File: src/rtl/cordic_row_rotator.sv
// Iterative CORDIC that rotates a complex row plus its symbol by the
// negative pivot phase; outputs keep the uncompensated CORDIC gain.
module cordic_row_rotator #(
  parameter int WL   = 16,
  parameter int N    = 4,
  parameter int ITER = 12
) (
  input  logic            clk,
  input  logic            rst,
  input  logic            in_valid,
  output logic            in_ready,
  input  logic [WL*N-1:0] Hin_x,
  input  logic [WL*N-1:0] Hin_y,
  input  logic [WL-1:0]   yin_x,
  input  logic [WL-1:0]   yin_y,
  output logic            out_valid,
  input  logic            out_ready,
  output logic [WL*N-1:0] Hout_x,
  output logic [WL*N-1:0] Hout_y,
  output logic [WL-1:0]   yout_x,
  output logic [WL-1:0]   yout_y
);

  localparam int IW = WL + 2;
  localparam int KW = (ITER > 1) ? $clog2(ITER) : 1;
  localparam logic [KW-1:0] KLAST = KW'(ITER - 1);

  localparam logic [1:0] IDLE = 2'd0;
  localparam logic [1:0] ROT  = 2'd1;
  localparam logic [1:0] SAT  = 2'd2;
  localparam logic [1:0] DONE = 2'd3;

  logic [1:0]           st_q, st_d;
  logic [KW-1:0]        k_q, k_d;
  logic signed [IW-1:0] x_q [N+1];
  logic signed [IW-1:0] y_q [N+1];
  logic signed [IW-1:0] x_d [N+1];
  logic signed [IW-1:0] y_d [N+1];
  logic signed [IW-1:0] cx  [N+1];
  logic signed [IW-1:0] cy  [N+1];

  logic [WL*N-1:0] hx_q, hy_q, hx_d, hy_d;
  logic [WL-1:0]   yx_q, yy_q, yx_d, yy_d;

  function automatic logic signed [IW-1:0] sext(input logic [WL-1:0] v);
    return {{2{v[WL-1]}}, v};
  endfunction

  function automatic logic [WL-1:0] sat(input logic signed [IW-1:0] v);
    if ((&v[IW-1:WL-1]) || !(|v[IW-1:WL-1]))
      return v[WL-1:0];
    else if (v[IW-1])
      return {1'b1, {(WL-1){1'b0}}};
    else
      return {1'b0, {(WL-1){1'b1}}};
  endfunction

  assign in_ready  = (st_q == IDLE) && !rst;
  assign out_valid = (st_q == DONE);
  assign Hout_x    = hx_q;
  assign Hout_y    = hy_q;
  assign yout_x    = yx_q;
  assign yout_y    = yy_q;

  // Negative pivot x: 180 degree pre-rotation so CORDIC converges.
  always_comb begin
    for (int i = 0; i < N; i++) begin
      cx[i] = sext(Hin_x[WL*i +: WL]);
      cy[i] = sext(Hin_y[WL*i +: WL]);
    end
    cx[N] = sext(yin_x);
    cy[N] = sext(yin_y);
    if (Hin_x[WL-1]) begin
      for (int i = 0; i <= N; i++) begin
        cx[i] = -cx[i];
        cy[i] = -cy[i];
      end
    end
  end

  always_comb begin
    st_d = st_q;
    k_d  = k_q;
    for (int i = 0; i <= N; i++) begin
      x_d[i] = x_q[i];
      y_d[i] = y_q[i];
    end
    unique case (st_q)
      IDLE: begin
        if (in_valid) begin
          st_d = ROT;
          k_d  = '0;
          for (int i = 0; i <= N; i++) begin
            x_d[i] = cx[i];
            y_d[i] = cy[i];
          end
        end
      end
      ROT: begin
        for (int i = 0; i <= N; i++) begin
          if (y_q[0][IW-1]) begin
            x_d[i] = x_q[i] - (y_q[i] >>> k_q);
            y_d[i] = y_q[i] + (x_q[i] >>> k_q);
          end else begin
            x_d[i] = x_q[i] + (y_q[i] >>> k_q);
            y_d[i] = y_q[i] - (x_q[i] >>> k_q);
          end
        end
        k_d = k_q + KW'(1);
        if (k_q == KLAST) st_d = SAT;
      end
      SAT:  st_d = DONE;
      DONE: if (out_ready) st_d = IDLE;
      default: st_d = IDLE;
    endcase
  end

  always_comb begin
    hx_d = hx_q;
    hy_d = hy_q;
    yx_d = yx_q;
    yy_d = yy_q;
    if (st_q == SAT) begin
      for (int i = 0; i < N; i++) begin
        hx_d[WL*i +: WL] = sat(x_q[i]);
        hy_d[WL*i +: WL] = sat(y_q[i]);
      end
      hy_d[WL-1:0] = '0;
      yx_d = sat(x_q[N]);
      yy_d = sat(y_q[N]);
    end
  end

  always_ff @(posedge clk or posedge rst) begin
    if (rst) begin
      st_q <= IDLE;
      k_q  <= '0;
      hx_q <= '0;
      hy_q <= '0;
      yx_q <= '0;
      yy_q <= '0;
      for (int i = 0; i <= N; i++) begin
        x_q[i] <= '0;
        y_q[i] <= '0;
      end
    end else begin
      st_q <= st_d;
      k_q  <= k_d;
      hx_q <= hx_d;
      hy_q <= hy_d;
      yx_q <= yx_d;
      yy_q <= yy_d;
      for (int i = 0; i <= N; i++) begin
        x_q[i] <= x_d[i];
        y_q[i] <= y_d[i];
      end
    end
  end

endmodule
File: config.mk
export PLATFORM = sky130hd
export DESIGN_NAME = cordic_row_rotator
export DESIGN_NICKNAME = d
export VERILOG_FILES = /design/src/rtl/cordic_row_rotator.sv
export SDC_FILE = /design/constraint.sdc
export NUM_CORES = 2
export LEC_CHECK = 0
export BUFFER_PORTS_ARGS = -buffer_cell sky130_fd_sc_hd__buf_2
export CAP_MARGIN = 25
export CORE_AREA = 2 2 358 360
export DETAILED_ROUTE_END_ITERATION = 7
export DIE_AREA = 0 0 360 362
export PLACE_DENSITY_LB_ADDON = 0.12
export SLEW_MARGIN = 20
export SYNTH_ARGS = -nofsm -noshare
export SYNTH_HDL_FRONTEND = slang
export SYNTH_SLANG_ARGS = --single-unit
File: constraint.sdc
create_clock -name clk -period 10 [get_ports clk]
set_clock_uncertainty 0.15 [all_clocks]
set_input_delay 0 -clock clk [delete_from_list [all_inputs] [get_ports clk]]
set_output_delay 0 -clock clk [all_outputs]
set_load 0.02 [all_outputs]
==> results.sh <==
export IMPL_drv_cap=0
export IMPL_layout_drive_gt1_share_pct=16.9
export IMPL_coreArea_um2=127000
export IMPL_syn_cell_area_um2=37700
export IMPL_fill_cells=13300
export IMPL_placementRows=131
export IMPL_synth_top_cell_area_share_pct=21.9
export IMPL_synth_edf_count=0
export IMPL_clockBufferDepth=3
export IMPL_synthFlopType="dfrtp_1"
export IMPL_crit_path_top_delay_cell="dfrtp_4"
export IMPL_portBuffers=309
export IMPL_setup_worst_path_end="x_q[89]"
export IMPL_worst_slack_ns=3.53
export IMPL_grt_overflow=0
export IMPL_initialDrtViolationCount=3106
export IMPL_setup_violations=0
export IMPL_dr_pass1_iters=6
export IMPL_syn_inst=4586
export IMPL_dpl_worst_slack_ns=3.65
export IMPL_ctsRootBufferMaster="clkbuf_16"
export IMPL_post_cts_setup_buffer_count=0
export IMPL_grt_max_degree=124
export IMPL_cts_sinks=330
export IMPL_cts_resized=0
export IMPL_synthToLayoutAreaGrowth_pct=18.5
export IMPL_die_w_um=360
export IMPL_cp_data_arrival_time_ns=6.81
export IMPL_hold_path_class="primary input to flip-flop"
export IMPL_ys_types=102
export IMPL_drcViolationCount=0
export IMPL_cts_tree="done"
export IMPL_insertion_delay_ns=0.66
export IMPL_io_pins=326
export IMPL_status="complete, no violations"
export IMPL_synth_area_leader_cell="dfrtp_1"
export IMPL_clk_pin_slew_ns=0.06
export IMPL_post_route_period_util_pct=64.7
export IMPL_reg2reg_to="x_q[89]"
export IMPL_start_util_pct=29.7
export IMPL_fin_nets=5314
export IMPL_regArea_um2=8280
export IMPL_final_util_pct=35.2
export IMPL_viasPerCell=5.48
export IMPL_min_period_ns=6.47
export IMPL_ys_top_cells_by_area="dfrtp_1 22%, mux4_2 9.0%, ha_1 6.5%"
export IMPL_grt_pass1_vias=35300
export IMPL_crit_family="compound AO/OA/AOI/OAI gates"
export IMPL_place_detailed_hpwl_um=111000
export IMPL_antenna_found_initial=6
export IMPL_htreeDepth=2
export IMPL_ys_seq_area_share_pct=21.9
export IMPL_cp_required_ns=10.34
export IMPL_maxSlewHeadroom_pct=35.3
export IMPL_timing_reg2reg_setup_slack_ns=3.53
export IMPL_gp_congestion=0.907
export IMPL_hold_ws_ns=0.0636
export IMPL_hold_buffers=258
export IMPL_die_h_um=362
export IMPL_vias=36400
export IMPL_maxSlewViolCount=0
export IMPL_fin_tns_setup_ns=0
export IMPL_numCtsBuffers=49
export IMPL_r2r_start="k_q[1]"
export IMPL_crit_start="k_q[1]"
export IMPL_worst_setup_path_type="flip-flop to flip-flop"
export IMPL_ys_warn_count=0
export IMPL_routed_wl_um=149000
export IMPL_syn_avg_cell_area_um2=8.21
export IMPL_wl_per_cell_um=22.4
export IMPL_grt_pass1_wl_um=227000
export IMPL_startpoint_type="flip-flop"
export IMPL_crit_buf_inv=2
export IMPL_ant_nets=0
export IMPL_synthArstFlopShare_pct=100
export IMPL_path_depth=19
export IMPL_clock_fmax_mhz=155
export IMPL_reg2regPathDepth=19
export IMPL_hold_viol=0
export IMPL_grt_usage_pct=22.3
export IMPL_critPathMostFrequentCell="o21ai_0"
export IMPL_critPathMaxStageDelay_ns=0.94
export IMPL_crit_fanout=122
export IMPL_end_kind="flip-flop"
export IMPL_rsz0062_at_grt="false"
export IMPL_multi_input_area_um2=27400
export IMPL_die_area_um2=130000
export IMPL_path_cells="buf_12 > mux4_2 > mux2i_1 > inv_1 > o21ai_0 > ha_1 > and4_1 > nor2_1 > xnor2_1 > ha_1 > o21ai_0 > a21boi_0 > nand3_1 > o21ai_0 > a211oi_1 > o31ai_1 > xor2_1 > mux2i_1 > o22ai_1"
export IMPL_synth_seq_cells=330
export IMPL_worstMarginPinSlew_ns=0.971
## state kept, by name, indices dropped and copies added (netlist names)
signal / flops
yout_x: 16
st_q: 2
Hout_x: 64
yout_y: 16
x_q: 90
y_q: 90
k_q: 4
Hout_y: 48
## metal layers
layer  wire length [um]  track usage (%)  vias to the layer above
li1                   -                -                    17400
met1              71300             32.3                    17800
met2              65100             34.5                     1104
met3               9310             3.61                      168
met4               3490             5.14                        0
met5                  0                0                        -
## tightest hold or removal path: stages
cell,delay [ns]
dlygate4sd3_1,0.52
buf_2,0.14
o22ai_1,0.07
nor2_1,0.08
## Yosys cell counts, types with 24 or more instances
master    instances
buf_4            31
a211oi_1         46
mux4_2          151
or3_1            44
mux2i_1         120
o21a_1           35
nand2b_1         52
a21oi_1         481
a21o_1           46
and2_1           30
xnor2_1         238
ha_1            195
mux2_2          166
a31oi_1          53
nor3_1           68
nor2b_1          33
o31ai_1          46
nand2_1         360
inv_1           157
nor2_1          533
or2_2            27
o41ai_1          24
buf_1            29
clkbuf_1        215
o21ai_0         370
o22ai_1          35
dfrtp_1         330
buf_2            41
nand3_1          54
o211ai_1         79
o21bai_1         29
xor2_1          172
## layout make-up
type | count | area share, %
Tap cell | 1662 | 4.66
Clock inverter | 21 | 0.482
Inverter | 161 | 1.38
Multi-Input combinational cell | 3782 | 61.5
Timing Repair Buffer | 621 | 10.3
Clock buffer | 68 | 3.13
Antenna cell | 1 | 0.00561
Sequential cell | 330 | 18.5
## cells by family after synthesis
logic type / after synthesis / synth area share [%]
AOI/OAI and AO/OA: 1403 / 22.8
DFF: 330 / 21.9
xor gates and xnor gates: 410 / 9.53
other: 1 / 0.00995
adders and majority gates: 205 / 7.01
buffers and inverters: 489 / 5.56
and+or+nand+nor: 1308 / 15.9
muxes: 440 / 17.3
## worst min path at each step
stage                     cells past startpoint  startpoint         end  slack (ns)
final                                         4   Hin_y[16]     y_q[54]        0.06
after CTS                                     4    yin_y[0]      y_q[0]        0.01
after floorplan                               1         rst    in_ready       -0.07
after detailed placement                      2         rst  Hout_x[57]        0.06
after global routing                          4    yin_y[0]      y_q[0]        0.08
after global placement                        2         rst  Hout_x[55]        0.06
## layout by cell type (no fill, tap or decap), types with 79 or more instances in the layout
| cell type | Yosys | routed |
|---|---|---|
| ha_1 | 195 | 193 |
| nand2_1 | 360 | 359 |
| mux4_2 | 151 | 151 |
| dfrtp_1 | 330 | 325 |
| dlygate4sd3_1 | 0 | 258 |
| mux2_2 | 166 | 166 |
| xnor2_1 | 238 | 238 |
| o211ai_1 | 79 | 79 |
| nor2_1 | 533 | 528 |
| a21oi_1 | 481 | 480 |
| buf_2 | 41 | 308 |
| mux2i_1 | 120 | 120 |
| o21ai_0 | 370 | 370 |
| xor2_1 | 172 | 172 |
| inv_1 | 157 | 155 |
## through the flow
stage	instance area (um^2)	std cells
global placement	40400	6293
detailed placement	40400	6294
CTS	44600	6641
global route	44600	6645
floorplan	37700	4601
finish	44600	6646
Power is left out: the tool's default activity adds up to more than one toggle a clock period on the data nets, which glitch-free logic cannot reach.
